[src/rtl/pipearch_wr_arbiter_pkg.sv]
// Shared types for the CCI-P c1 write arbiter: requester IDs, counters and
// the subset of CCI-P c1 header/channel structs this block touches.
package pipearch_arb_pkg;

    localparam int N_REQ_MAX = 4;
    localparam int ID_W      = 2;

    typedef logic [ID_W-1:0] t_req_id;
    typedef logic [15:0]     t_outst_cnt;
    typedef logic [511:0]    t_ccip_clData;

    localparam logic [1:0] eCL_LEN_1    = 2'b00;
    localparam logic [3:0] eRSP_WRLINE  = 4'h1;
    localparam logic [3:0] eRSP_WRFENCE = 4'h4;

    typedef struct packed {
        logic [1:0]  vc_sel;
        logic        sop;
        logic [1:0]  cl_len;
        logic [3:0]  req_type;
        logic [41:0] address;
        logic [15:0] mdata;
    } t_cci_c1_ReqMemHdr;

    typedef struct packed {
        logic [1:0]  vc_used;
        logic        format;
        logic [1:0]  cl_num;
        logic [3:0]  resp_type;
        logic [15:0] mdata;
    } t_cci_c1_RspMemHdr;

    typedef struct packed {
        t_cci_c1_ReqMemHdr hdr;
        t_ccip_clData      data;
        logic              valid;
    } t_if_ccip_c1_Tx;

    typedef struct packed {
        t_cci_c1_RspMemHdr hdr;
        logic              rspValid;
    } t_if_ccip_c1_Rx;

endpackage

[src/rtl/pipearch_wr_arbiter_if.sv]
// Requester-side and CCI-P c1-side signals of the write arbiter.
// slave = arbiter view, master = requesters/shell view.
interface pipearch_wr_arbiter_if #(
    parameter int N_REQ = 2
) ();
    import pipearch_arb_pkg::*;

    logic              [N_REQ-1:0] req_valid;
    t_cci_c1_ReqMemHdr [N_REQ-1:0] req_hdr;
    t_ccip_clData      [N_REQ-1:0] req_data;
    logic              [N_REQ-1:0] req_ready;
    logic              [N_REQ-1:0] rsp_valid;
    t_outst_cnt        [N_REQ-1:0] outstanding;
    logic                          idle;
    logic                          err_id;
    logic                          c1TxAlmFull;
    t_if_ccip_c1_Rx                cp2af_sRx_c1;
    t_if_ccip_c1_Tx                af2cp_sTx_c1;

    modport slave (
        input  req_valid, req_hdr, req_data, c1TxAlmFull, cp2af_sRx_c1,
        output req_ready, rsp_valid, outstanding, idle, err_id, af2cp_sTx_c1
    );

    modport master (
        output req_valid, req_hdr, req_data, c1TxAlmFull, cp2af_sRx_c1,
        input  req_ready, rsp_valid, outstanding, idle, err_id, af2cp_sTx_c1
    );

endinterface

[src/rtl/pipearch_wr_arbiter_rr.sv]
// Round-robin pick among eligible requesters; owns the rotating pointer,
// which moves just past the winner and holds when nothing is granted.
module pipearch_rr_arbiter
    import pipearch_arb_pkg::*;
#(
    parameter int N_REQ = 2
) (
    input  logic             clk,
    input  logic             reset_n,
    input  logic [N_REQ-1:0] i_elig,
    output logic [N_REQ-1:0] o_grant
);

    t_req_id          r_ptr;
    t_req_id          w_gnt_id;
    t_req_id          w_ptr_nxt;
    logic [N_REQ-1:0] w_hi;
    logic [N_REQ-1:0] w_grant;
    logic             w_any;

    // Lowest eligible index at/above the pointer wins; otherwise wrap to the
    // lowest eligible index overall.
    always_comb begin
        w_hi     = '0;
        w_grant  = '0;
        w_gnt_id = '0;
        w_any    = 1'b0;
        for (int j = 0; j < N_REQ; j++)
            w_hi[j] = i_elig[j] && (t_req_id'(j) >= r_ptr);
        for (int j = 0; j < N_REQ; j++) begin
            if (!w_any && w_hi[j]) begin
                w_any      = 1'b1;
                w_grant[j] = 1'b1;
                w_gnt_id   = t_req_id'(j);
            end
        end
        for (int j = 0; j < N_REQ; j++) begin
            if (!w_any && i_elig[j]) begin
                w_any      = 1'b1;
                w_grant[j] = 1'b1;
                w_gnt_id   = t_req_id'(j);
            end
        end
    end

    assign w_ptr_nxt = (w_gnt_id == t_req_id'(N_REQ - 1)) ? '0 : w_gnt_id + t_req_id'(1);

    always_ff @(posedge clk or negedge reset_n) begin
        if (!reset_n)   r_ptr <= '0;
        else if (w_any) r_ptr <= w_ptr_nxt;
    end

    assign o_grant = w_grant;

endmodule

[src/rtl/pipearch_wr_arbiter.sv]
// Shares CCI-P c1 among N_REQ write requesters: round-robin grant, one-cycle
// registered Tx stage, per-requester outstanding caps and ack routing via mdata.
module pipearch_wr_arbiter
    import pipearch_arb_pkg::*;
#(
    parameter int N_REQ     = 2,
    parameter int MAX_OUTST = 64
) (
    input  logic                 clk,
    input  logic                 reset_n,
    pipearch_wr_arbiter_if.slave arb_if
);

    t_outst_cnt [N_REQ-1:0] r_cnt;
    logic       [N_REQ-1:0] w_elig;
    logic       [N_REQ-1:0] w_grant;
    logic       [N_REQ-1:0] w_ack_ok;
    logic       [N_REQ-1:0] w_nz;
    logic       [N_REQ-1:0] r_rsp;
    logic                   r_err;
    logic                   r_tx_valid;
    logic                   w_ack_vld;
    logic                   w_err_set;
    logic                   w_unused_rx;
    t_req_id                w_ack_id;
    t_cci_c1_ReqMemHdr      w_tx_hdr;
    t_cci_c1_ReqMemHdr      r_tx_hdr;
    t_ccip_clData           w_tx_data;
    t_ccip_clData           r_tx_data;

    // reset_n gates eligibility so nothing is granted while reset is held.
    generate
        for (genvar i = 0; i < N_REQ; i++) begin : g_req
            assign w_elig[i]   = reset_n && arb_if.req_valid[i] && !arb_if.c1TxAlmFull &&
                                 (r_cnt[i] < t_outst_cnt'(MAX_OUTST));
            assign w_ack_ok[i] = w_ack_vld && (w_ack_id == t_req_id'(i)) && (r_cnt[i] != '0);
            assign w_nz[i]     = |r_cnt[i];
        end
    endgenerate

    pipearch_rr_arbiter #(.N_REQ(N_REQ)) u_rr (
        .clk     (clk),
        .reset_n (reset_n),
        .i_elig  (w_elig),
        .o_grant (w_grant)
    );

    always_comb begin
        w_tx_hdr  = '0;
        w_tx_data = '0;
        for (int i = 0; i < N_REQ; i++) begin
            if (w_grant[i]) begin
                w_tx_hdr                 = arb_if.req_hdr[i];
                w_tx_hdr.mdata[ID_W-1:0] = t_req_id'(i);
                w_tx_data                = arb_if.req_data[i];
            end
        end
    end

    // Any WRLINE ack that does not land on a live counter is an ID error.
    assign w_ack_vld   = arb_if.cp2af_sRx_c1.rspValid &&
                         (arb_if.cp2af_sRx_c1.hdr.resp_type == eRSP_WRLINE);
    assign w_ack_id    = arb_if.cp2af_sRx_c1.hdr.mdata[ID_W-1:0];
    assign w_err_set   = w_ack_vld && !(|w_ack_ok);
    assign w_unused_rx = ^{arb_if.cp2af_sRx_c1.hdr.vc_used, arb_if.cp2af_sRx_c1.hdr.format,
                           arb_if.cp2af_sRx_c1.hdr.cl_num, arb_if.cp2af_sRx_c1.hdr.mdata[15:ID_W]};

    always_ff @(posedge clk or negedge reset_n) begin
        if (!reset_n) begin
            r_cnt      <= '0;
            r_rsp      <= '0;
            r_err      <= 1'b0;
            r_tx_valid <= 1'b0;
        end else begin
            r_rsp      <= w_ack_ok;
            r_err      <= r_err | w_err_set;
            r_tx_valid <= |w_grant;
            for (int i = 0; i < N_REQ; i++) begin
                if (w_grant[i] && !w_ack_ok[i])
                    r_cnt[i] <= r_cnt[i] + t_outst_cnt'(1);
                else if (!w_grant[i] && w_ack_ok[i])
                    r_cnt[i] <= r_cnt[i] - t_outst_cnt'(1);
            end
        end
    end

    always_ff @(posedge clk) begin
        if (|w_grant) begin
            r_tx_hdr  <= w_tx_hdr;
            r_tx_data <= w_tx_data;
        end
    end

    assign arb_if.req_ready    = w_grant;
    assign arb_if.rsp_valid    = r_rsp;
    assign arb_if.outstanding  = r_cnt;
    assign arb_if.err_id       = r_err;
    assign arb_if.idle         = !(|w_nz) && !r_tx_valid;
    assign arb_if.af2cp_sTx_c1 = '{hdr: r_tx_hdr, data: r_tx_data, valid: r_tx_valid};

endmodule

[src/flat_wrapper.sv]
// flat-port wrapper written by rule: the top's interface ports become plain ports
module pipearch_wr_arbiter_flat import pipearch_arb_pkg::*;
#(
    parameter int N_REQ     = 2,
    parameter int MAX_OUTST = 64
)
  (clk, reset_n, arb_if_req_valid, arb_if_req_hdr, arb_if_req_data, arb_if_c1TxAlmFull, arb_if_cp2af_sRx_c1, arb_if_req_ready, arb_if_rsp_valid, arb_if_outstanding, arb_if_idle, arb_if_err_id, arb_if_af2cp_sTx_c1);
  pipearch_wr_arbiter_if #(.N_REQ(N_REQ)) arb_if_i ();
  input  logic clk;
  input  logic reset_n;
  input wire logic [$bits(arb_if_i.req_valid)-1:0] arb_if_req_valid;
  input wire logic [$bits(arb_if_i.req_hdr)-1:0] arb_if_req_hdr;
  input wire logic [$bits(arb_if_i.req_data)-1:0] arb_if_req_data;
  input wire logic [$bits(arb_if_i.c1TxAlmFull)-1:0] arb_if_c1TxAlmFull;
  input wire logic [$bits(arb_if_i.cp2af_sRx_c1)-1:0] arb_if_cp2af_sRx_c1;
  output wire logic [$bits(arb_if_i.req_ready)-1:0] arb_if_req_ready;
  output wire logic [$bits(arb_if_i.rsp_valid)-1:0] arb_if_rsp_valid;
  output wire logic [$bits(arb_if_i.outstanding)-1:0] arb_if_outstanding;
  output wire logic [$bits(arb_if_i.idle)-1:0] arb_if_idle;
  output wire logic [$bits(arb_if_i.err_id)-1:0] arb_if_err_id;
  output wire logic [$bits(arb_if_i.af2cp_sTx_c1)-1:0] arb_if_af2cp_sTx_c1;
  assign arb_if_i.req_valid = arb_if_req_valid;
  assign arb_if_i.req_hdr = arb_if_req_hdr;
  assign arb_if_i.req_data = arb_if_req_data;
  assign arb_if_i.c1TxAlmFull = arb_if_c1TxAlmFull;
  assign arb_if_i.cp2af_sRx_c1 = arb_if_cp2af_sRx_c1;
  assign arb_if_req_ready = arb_if_i.req_ready;
  assign arb_if_rsp_valid = arb_if_i.rsp_valid;
  assign arb_if_outstanding = arb_if_i.outstanding;
  assign arb_if_idle = arb_if_i.idle;
  assign arb_if_err_id = arb_if_i.err_id;
  assign arb_if_af2cp_sTx_c1 = arb_if_i.af2cp_sTx_c1;
  pipearch_wr_arbiter #(.N_REQ(N_REQ), .MAX_OUTST(MAX_OUTST)) u_core (.clk(clk), .reset_n(reset_n), .arb_if(arb_if_i));
endmodule
[config.mk]
export PLATFORM = sky130hd
export DESIGN_NAME = pipearch_wr_arbiter_flat
export DESIGN_NICKNAME = d
export VERILOG_FILES = /design/src/rtl/pipearch_wr_arbiter_pkg.sv /design/src/rtl/pipearch_wr_arbiter_if.sv /design/src/rtl/pipearch_wr_arbiter_rr.sv /design/src/rtl/pipearch_wr_arbiter.sv /design/src/flat_wrapper.sv
export SDC_FILE = /design/constraint.sdc
export NUM_CORES = 1
export LEC_CHECK = 0
export CORE_AREA = 2 2 696 698
export DETAILED_ROUTE_END_ITERATION = 8
export DIE_AREA = 0 0 698 700
export PLACE_DENSITY = 0.3
export SYNTH_ARGS = -nofsm -noshare
export SYNTH_HDL_FRONTEND = slang
export SYNTH_SLANG_ARGS = --single-unit
[constraint.sdc]
create_clock -name clk -period 22.1 [get_ports clk]
set_input_delay 2.21 -clock clk [delete_from_list [all_inputs] [get_ports clk]]
set_output_delay 2.21 -clock clk [all_outputs]
set_load 0.01 [all_outputs]
# == Word level (Yosys, flattened, before mapping) ==
# Index checks and enable logic that the tools add are counted.
# totals
ff_bits,617
latchBits,0
ram_bits,0
romBits,0
in_bits,1189
output_inout_bits,618
elab_cells,87
memories,0
# op_classes
addsub,5
mul,0
n_div,0
magnitude_cmp,4
n_eq_ne,3
n_shift,0
mux,19
n_bitwise,1
n_reduce_logical,41
# ops
operator,count
$mux 512,2
$mux 67,2
$mux 16,4
$add 16x1->16 const B,2
$lt 16x7->1 const B,2
$reduce_bool 16->1,2
$reduce_or 32->1,1
$sub 16x1->16 const B,2
$logic_and 1x1->1,22
$logic_not 1->1,11
$mux 1,8
$mux 2,3
$eq 2x1->1 const B,2
$eq 4x1->1 const B,1
$ge 1x2->1 const A,2
$reduce_bool 2->1,2
$reduce_or 2->1,2
$add 2x1->2 const B,1
$logic_not 2->1,1
$or 1x1->1,1

# == Logic depth before layout (Yosys ltp) ==
# Gate-level depths: netlist of the first run.
# logic_depth
depth_word,18
ltp_mapped,18
depth_no_buf,14

# == By module ==
# A second synthesis of the first run with hierarchy kept.
# unflattened
cells_unflattened,1630
area_unflattened_um2,25789.7
# modules_own_cells
mod,n_inst,cells_each,area_per_inst_um2,seq_area_each_um2
pipearch_wr_arbiter,1,1624,25735.9,18257.5
pipearch_rr_arbiter,1,6,53.8,25.0

# == Worst setup path after synthesis of the first run ==
# Ideal clock, no wire load.
# synth_path
path_kind,input to register
startpoint,input arb_if_c1TxAlmFull
endpoint,register u_core.r_tx_valid
setup_ns,1.597
arrival_ns,16.327
required_time_ns,20.503
setup_slack_ns,4.176
cell_stages,2
path_buffers,0
path_cell_list,and4b_1 -> nand2b_1
# synth_via
elab_chain_cells,15
elab_cells_between_ends,20
classes_between,mux: 6; reduce/logical: 14
# synth_lines
element,line,source
start: declaration,flat_wrapper.sv:14,input wire logic [$bits(arb_if_i.c1TxAlmFull)-1:0] arb_if_c1TxAlmFull;
$logic_not 1->1 (*),pipearch_wr_arbiter.sv:34,assign w_elig[i] = reset_n && arb_if.req_valid[i] && !arb_if.c1TxAlmFull &&
$logic_and 1x1->1 (2 in a row),pipearch_wr_arbiter.sv:34,
$logic_and 1x1->1,pipearch_wr_arbiter_rr.sv:29,w_hi[j] = i_elig[j] && (t_req_id'(j) >= r_ptr);
$mux 1,pipearch_wr_arbiter_rr.sv:31,if (!w_any && w_hi[j]) begin
$logic_not 1->1,pipearch_wr_arbiter_rr.sv:31,
$logic_and 1x1->1,pipearch_wr_arbiter_rr.sv:31,
$mux 1,pipearch_wr_arbiter_rr.sv:31,
$logic_not 1->1,pipearch_wr_arbiter_rr.sv:38,if (!w_any && i_elig[j]) begin
$logic_and 1x1->1,pipearch_wr_arbiter_rr.sv:38,
$mux 1,pipearch_wr_arbiter_rr.sv:38,
$logic_not 1->1,pipearch_wr_arbiter_rr.sv:38,
$logic_and 1x1->1,pipearch_wr_arbiter_rr.sv:38,
$mux 1,pipearch_wr_arbiter_rr.sv:38,
$reduce_or 2->1 (*),pipearch_wr_arbiter.sv:77,r_tx_valid <= |w_grant;
end signal: assignment,pipearch_wr_arbiter.sv:77,
end: declaration,pipearch_wr_arbiter.sv:21,logic r_tx_valid;
# Every way passes the cells marked *; elsewhere a longest branch is shown, timed or not.
# A chain may end at the register's enable or synchronous reset.

# == Worst setup path in the final report of the first run ==
# layout_path
startpoint,input reset_n
endpoint,"register u_core.r_tx_data[372], data pin"
# layout_via
elab_chain_cells,15
elab_cells_between_ends,22
classes_between,mux: 8; reduce/logical: 14
# layout_lines
element,line,source
start: declaration,flat_wrapper.sv:10,input logic reset_n;
$logic_and 1x1->1 (3 in a row),pipearch_wr_arbiter.sv:34,
$logic_and 1x1->1,pipearch_wr_arbiter_rr.sv:29,
$mux 1,pipearch_wr_arbiter_rr.sv:31,
$logic_not 1->1,pipearch_wr_arbiter_rr.sv:31,
$logic_and 1x1->1,pipearch_wr_arbiter_rr.sv:31,
$mux 1,pipearch_wr_arbiter_rr.sv:31,
$logic_not 1->1,pipearch_wr_arbiter_rr.sv:38,
$logic_and 1x1->1,pipearch_wr_arbiter_rr.sv:38,
$mux 1,pipearch_wr_arbiter_rr.sv:38,
$logic_not 1->1,pipearch_wr_arbiter_rr.sv:38,
$logic_and 1x1->1,pipearch_wr_arbiter_rr.sv:38,
$mux 1,pipearch_wr_arbiter_rr.sv:38,
$mux 512 (*),pipearch_wr_arbiter.sv:52,if (w_grant[i]) begin
net u_core.w_tx_data[372],pipearch_wr_arbiter.sv:28,t_ccip_clData w_tx_data;
end signal: assignment,pipearch_wr_arbiter.sv:90,r_tx_data <= w_tx_data;
end: declaration,pipearch_wr_arbiter.sv:29,t_ccip_clData r_tx_data;
# Mark *: on every way through the listed nets, which the timed path passes. The rest lies on a longest branch.

==> impl_metrics.yaml, run 1 <==
outcome:
  status: "finished clean"
floorplanning:
  die_w_um: 698
  start_util: 0.0542
  num_rows: 255
  die_area_um2: 489000
  io_pins: 1807
  die_h_um: 700
  core_region_area_um2: 481000
clock_network:
  cts_tree: "done"
  cts_inserted_buffers: 93
  ctsResizeCount: 0
  clockRootBuffer: "clkbuf_16"
  path_clk_slew_ns: 0.05
  hold_buffers: 0
  h-tree-depth: 3
  cts_buffer_depth: 4
  clkSinkCount: 615
  clk_latency_ns: 0.83
  postCtsSetupRepairBufs: 0
placement:
  post_dp_cell_area_um2: 51500
  preCtsSetupSlack_ns: 14.15
  dp_cells: 9738
  gp_congestion: 1.03
  port_buffers: 1782
  dp_hpwl_um: 310000
routing:
  wirelength_um: 347000
  avgRoutedWirePerCell_um: 34.9
  viasPerCell: 2.62
  ant_nets: 0
  drtIter0Drc: 1987
  num_vias: 26014
  drt_first_pass_iters: 7
  drc: 0
job:
  drv_cap: 0
timing:
  hold_viol_final: 0
  slew_viol_final: 0
  finalCriticalPeriod_ns: 7.02
  tightest_slew_ns: 1.20
  fin_skew_ns: 0.0554
  relSlewSlack: 0.199
  period_share: 0.318
  rsz0062_at_grt: "no"
  fin_tns_setup_ns: 0
  finalSetupViolCount: 0
  max_freq_mhz: 142
  final.setup.worst_slack_ns: 15.08
critical_path:
  cp.arrival_ns: 7.72
  crit_fanout: 80
  critPathRequiredTime_ns: 22.80
  startpoint_type: "primary input"
  critical_path_class: "in -> reg"
  critPathCaptureType: "flip-flop"
  r2r_cells: 11
grt:
  grt_usage: 0.136
  grt_start_max_net_pins: 107
  antenna_found_initial: 347
  grt_pass1_wl_um: 403000
  grt_pass1_vias: 25375
  overflow: 0
power_and_ir_drop:
  power.share.combinational: 0.250
  internal_power_w: 0.00265
  power-per-cell-area_nw_per_um2: 70.8
  p_leak_nw: 17.3
  ir_drop_mv: 0.0556
  seqPwrFrac: 0.368
  sw_frac_of_total: 0.313
  power_switching_w: 0.00120
  clkPwrFrac: 0.382
final_layout:
  drive_gt1_frac: 0.0495
  fillers: 54838
  fin_nets: 4629
  design_area_um2: 54400
  fin_util: 0.113
  layout_commonest_cell: "clkdlybuf4s50_1"
  mostFrequentLayoutCells: "clkdlybuf4s50_1 (1775), edfxtp_1 (578), a22o_1 (565)"
  area_growth_pct: 109
  finalNonFillerCells: 9945
yosys:
  synth.distinct_cells: 54
  syn_area_per_cell_um2: 15.9
  yosysSeqAreaShare: 0.701
  async_reset_ff_frac: 0.0602
  ys_seq_elements: 615
  syn_nets: 2856
  synth_edf_count: 578
  netlist_area_um2: 26100
  ys.warnings.count: 0
  syn_inst: 1635
  synthFlopType: "edfxtp_1"
worst_hold_path:
  hold_path.class: "reg -> reg"
  min_path_cells: 1
-- through the flow --
stage	total power, W	hold slack, ns
after floorplan	0.00187	0.472
after global routing	0.00403	0.523
after detailed placement	0.00242	0.464
after CTS	0.00394	0.478
after global placement	0.00242	0.474
final	0.00385	0.476
-- critical path, cell delays in order --
cell and delay [ns]:
buf_2 0.08, buf_4 0.52, and4b_1 0.35, o21a_4 0.46, buf_4 0.68, buf_4 0.63, buf_4 0.61, buf_4 0.80
buf_4 0.70, a22o_1 0.28
-- power by group through the flow --
stage	combinational (W)	sequential (W)	clock, W
floorplan	0.000361	0.00151	0
global placement	0.000981	0.00144	0
detailed placement	0.000972	0.00144	0
CTS	0.000978	0.00142	0.00154
global route	0.00103	0.00143	0.00157
finish	0.000962	0.00142	0.00147
-- sequential cells by signal (all words and copies together), names as in the netlist --
register                    count
u_core.arb_if.outstanding      32
u_core.r_tx_data              512
u_core.r_tx_valid               1
u_core.arb_if.af2cp_sTx_c1     66
u_core.arb_if.err_id            1
u_core.u_rr.r_ptr               1
u_core.arb_if.rsp_valid         2
-- path summary, 6_finish.rpt --
kind | slack, ns | to | start
max reg2reg | 15.62 | u_core.r_tx_data[372]$_DFFE_PP_ | u_core.arb_if.outstanding[30]$_DFFE_PN0P_
max | 15.08 | u_core.r_tx_data[372]$_DFFE_PP_ | reset_n
min | 0.48 | u_core.arb_if.err_id$_DFF_PN0_ | u_core.arb_if.err_id$_DFF_PN0_
max in group asynchronous | 20.15 | u_core.arb_if.outstanding[12]$_DFFE_PN0P_ | reset_n
min in group asynchronous | 1.49 | u_core.arb_if.rsp_valid[0]$_DFF_PN0_ | reset_n
min reg2reg | 0.48 | u_core.arb_if.err_id$_DFF_PN0_ | u_core.arb_if.err_id$_DFF_PN0_
-- routing by layer --
metal,vias to the layer above,track usage,wire [µm],part of all wire
met5,-,0,1060,0.0031
met4,156,0.0354,11300,0.033
met3,705,0.0720,41200,0.12
met2,1852,0.221,159000,0.46
met1,12858,0.155,135000,0.39
li1,10443,-,-,-
-- final cells by class --
type,instances,area (µm²),area share
repair buffers,1819,18100,0.333
diodes,46,115,0.00212
clock buffers,118,2420,0.0445
clock inverters,43,370,0.00681
flip-flops and latches,615,18300,0.336
well taps,6425,8040,0.148
inverters,14,52.6,0.000966
multi-input cells,865,7030,0.129
-- cells by family (layout without fill, tap and decap cells) --
family	Yosys count	after routing	synth area share
adder cells (fa/ha/maj)	32	32	0.0159
other	1	47	0.000144
buffers and inverters	155	1994	0.0305
XOR/XNOR	18	18	0.00605
AND/OR/NAND/NOR	131	131	0.0256
multiplexers	9	9	0.00355
AO/OA/AOI/OAI	674	674	0.217
flip-flops	615	615	0.701
-- cell usage after synthesis (all sizes together), types with 2 or more instances --
library cell  count  area (µm²)
edfxtp          578       17400
a22o            565        4950
buf             133         712
nand2            54         203
dfrtp            37         926
o21ai            33         165
ha               30         375
a21oi            19        95.1
nor2             15        56.3
inv              14        52.6
nor3             12        60.1
o21a             12        90.1
a21o             11        82.6
xnor2            10        87.6
clkbuf            8        30.0
nand3             8        40.0
o31ai             8        60.1
xor2              8        70.1
mux2i             7        70.1
nand2b            7        43.8
nor2b             6        37.5
nor3b             6        45.0
or4               6        45.0
a211oi            5        37.5
nor4              5        43.8
a31oi             3        18.8
a221o             2        20.0
and4              2        17.5
fa                2        40.0
mux2              2        22.5
nor4b             2        17.5
o2111ai           2        17.5
o211ai            2        15.0
o21bai            2        15.0
o311ai            2        17.5
o41ai             2        17.5
or3               2        12.5
No activity file was read; power rests on OpenSTA's default activity.
==> run 2: changes to the inputs <==
clock period = 6.2 ns   (was 22.1 ns; I/O delays follow)
==> impl_metrics.yaml, run 2 (synthesis results as in run 1) <==
clock_network:
  clkSinkCount: 615
  cts_buffer_depth: 4
  path_clk_slew_ns: 0.06
  cts_tree: "done"
  h-tree-depth: 3
  postCtsSetupRepairBufs: 0
  clockRootBuffer: "clkbuf_16"
  clk_latency_ns: 0.86
  cts_inserted_buffers: 95
final_layout:
  area_growth_pct: 111
  layout_commonest_cell: "clkdlybuf4s50_1"
  mostFrequentLayoutCells: "clkdlybuf4s50_1 (1778), edfxtp_1 (578), a22o_1 (565)"
  fin_util: 0.114
  top_register: "u_core.r_tx_data"
  drive_gt1_frac: 0.0525
  largest_reg_flops: 512
  fin_nets: 4633
timing:
  period_share: 0.866
  whs_ns: 0.437
  tightest_slew_ns: 1.20
  max_freq_mhz: 186
  final.setup.worst_slack_ns: 0.831
  rsz0062_at_grt: "no"
  relSlewSlack: 0.197
  fin_skew_ns: 0.102
  slew_viol_final: 0
  finalCriticalPeriod_ns: 5.37
  fin_tns_setup_ns: 0
  hold_viol_final: 0
  finalSetupViolCount: 0
floorplanning:
  die_w_um: 698
  io_pins: 1807
  die_h_um: 700
  die_area_um2: 489000
  core_region_area_um2: 481000
  start_util: 0.0542
  num_rows: 255
critical_path:
  crit_fanout: 9
  crit_family: "simple AND/OR/NAND/NOR gates"
  slowest_delay_ns: 0.75
  timing.rr.start: "u_core.arb_if.outstanding[30]$_DFFE_PN0P_"
  crit_top_cell: "o21a_1"
  rrSetupSlack_ns: 0.83
  critical_path_class: "reg -> reg"
  path_buf_inv: 1
  r2r_end: "u_core.arb_if.outstanding[28]$_DFFE_PN0P_"
  critPathCaptureType: "flip-flop"
  cp.arrival_ns: 6.09
  slowest_stage: "o311ai_0"
  startpoint_type: "flip-flop"
  path_cells: "or4_1 > nor4_2 > nand4_1 > nand3_1 > ha_1 > inv_1 > ha_1 > nor2b_1 > o21a_1 > o21a_1 > o311ai_0 > a211oi_1 > o21a_1 > o31ai_1"
  critPathRequiredTime_ns: 6.92
  r2r_cells: 14
power_and_ir_drop:
  power-per-cell-area_nw_per_um2: 253
  ir_drop_mv: 0.195
  p_leak_nw: 17.5
routing:
  num_vias: 25612
  drt_first_pass_iters: 5
  avgRoutedWirePerCell_um: 34.4
  wirelength_um: 344000
  drc: 0
  viasPerCell: 2.56
  ant_nets: 0
  drtIter0Drc: 1782
worst_hold_path:
  hp-start: "arb_if_cp2af_sRx_c1[0]"
  min_path_cells: 2
  min_to: "u_core.arb_if.err_id$_DFF_PN0_"
  hold_path.class: "in -> reg"
placement:
  dp_hpwl_um: 307000
  gp_congestion: 0.987
  preCtsSetupSlack_ns: 0.775
  port_buffers: 1782
grt:
  grt_usage: 0.135
  grt_start_max_net_pins: 126
  grt_pass1_wl_um: 401000
  grt_pass1_vias: 25512
  overflow: 0
  antenna_found_initial: 348
job:
  drv_cap: 0
outcome:
  status: "finished clean"
==> run 2: cell types whose count changed in the layout (fill, tap and decap cells not counted), sizes merged <==
cell | previous run | this run
dlygate4sd3 | 0 | 1
clkinv | 31 | 34
clkbuf | 118 | 114
buf | 44 | 42
diode | 46 | 92
clkinvlp | 4 | 9
clkdlybuf4s50 | 1775 | 1778
bufinv | 4 | 7
==> run 2: metal layers <==
layer / vias to the layer above / share of wire / track usage
li1: 10506 / - / -
met4: 156 / 0.030 / 0.0332
met1: 12570 / 0.37 / 0.149
met2: 1675 / 0.46 / 0.218
met5: - / 0.0031 / 0
met3: 705 / 0.14 / 0.0820
==> run 2: final cells by class <==
class	instances	area (µm²)
Fill cell	54845	426000
Timing Repair Buffer	1821	18300
Sequential cell	615	18300
Tap cell	6425	8040
Multi-Input combinational cell	865	7030
Clock buffer	114	2470
Clock inverter	54	493
Antenna cell	92	230
Inverter	14	52.6
==> run 2: how the worst max path moves through the flow <==
stage,startpoint,to,depth (start not counted)
finish,u_core.arb_if.outstanding[30]$_DFFE_PN0P_,u_core.arb_if.outstanding[28]$_DFFE_PN0P_,14
global route,u_core.arb_if.outstanding[26]$_DFFE_PN0P_,u_core.arb_if.outstanding[28]$_DFFE_PN0P_,14
CTS,u_core.arb_if.outstanding[8]$_DFFE_PN0P_,arb_if_req_ready[0],7
detailed placement,u_core.arb_if.outstanding[26]$_DFFE_PN0P_,u_core.arb_if.outstanding[28]$_DFFE_PN0P_,14
global placement,u_core.arb_if.outstanding[31]$_DFFE_PN0P_,u_core.arb_if.outstanding[28]$_DFFE_PN0P_,14
floorplan,u_core.arb_if.outstanding[26]$_DFFE_PN0P_,u_core.arb_if.af2cp_sTx_c1[513]$_SDFFCE_PP1P_,4
==> run 2: through the flow <==
step	cell area, µm²	std cells	power [W]
after floorplan	26100	1635	0.00651
after global placement	51700	9739	0.00863
after detailed placement	51700	9739	0.00860
after CTS	54700	9908	0.0142
after global routing	54800	9949	0.0145
final	54900	10000	0.0139
==> run 2: where the power goes <==
part / internal [W] / total, W / switching [W]
clock: 0.00312 / 0.00545 / 0.00232
combinational: 0.00168 / 0.00341 / 0.00173
sequential: 0.00485 / 0.00505 / 0.000196
total: 0.00965 / 0.0139 / 0.00425
==> run 2: timing repair <==
item / CTS / global route
setup endpoints to repair: 0 / 0
resized for setup: 0 / 0
hold buffers: 1 / 0
endpoints found under the hold margin: 37 / 0
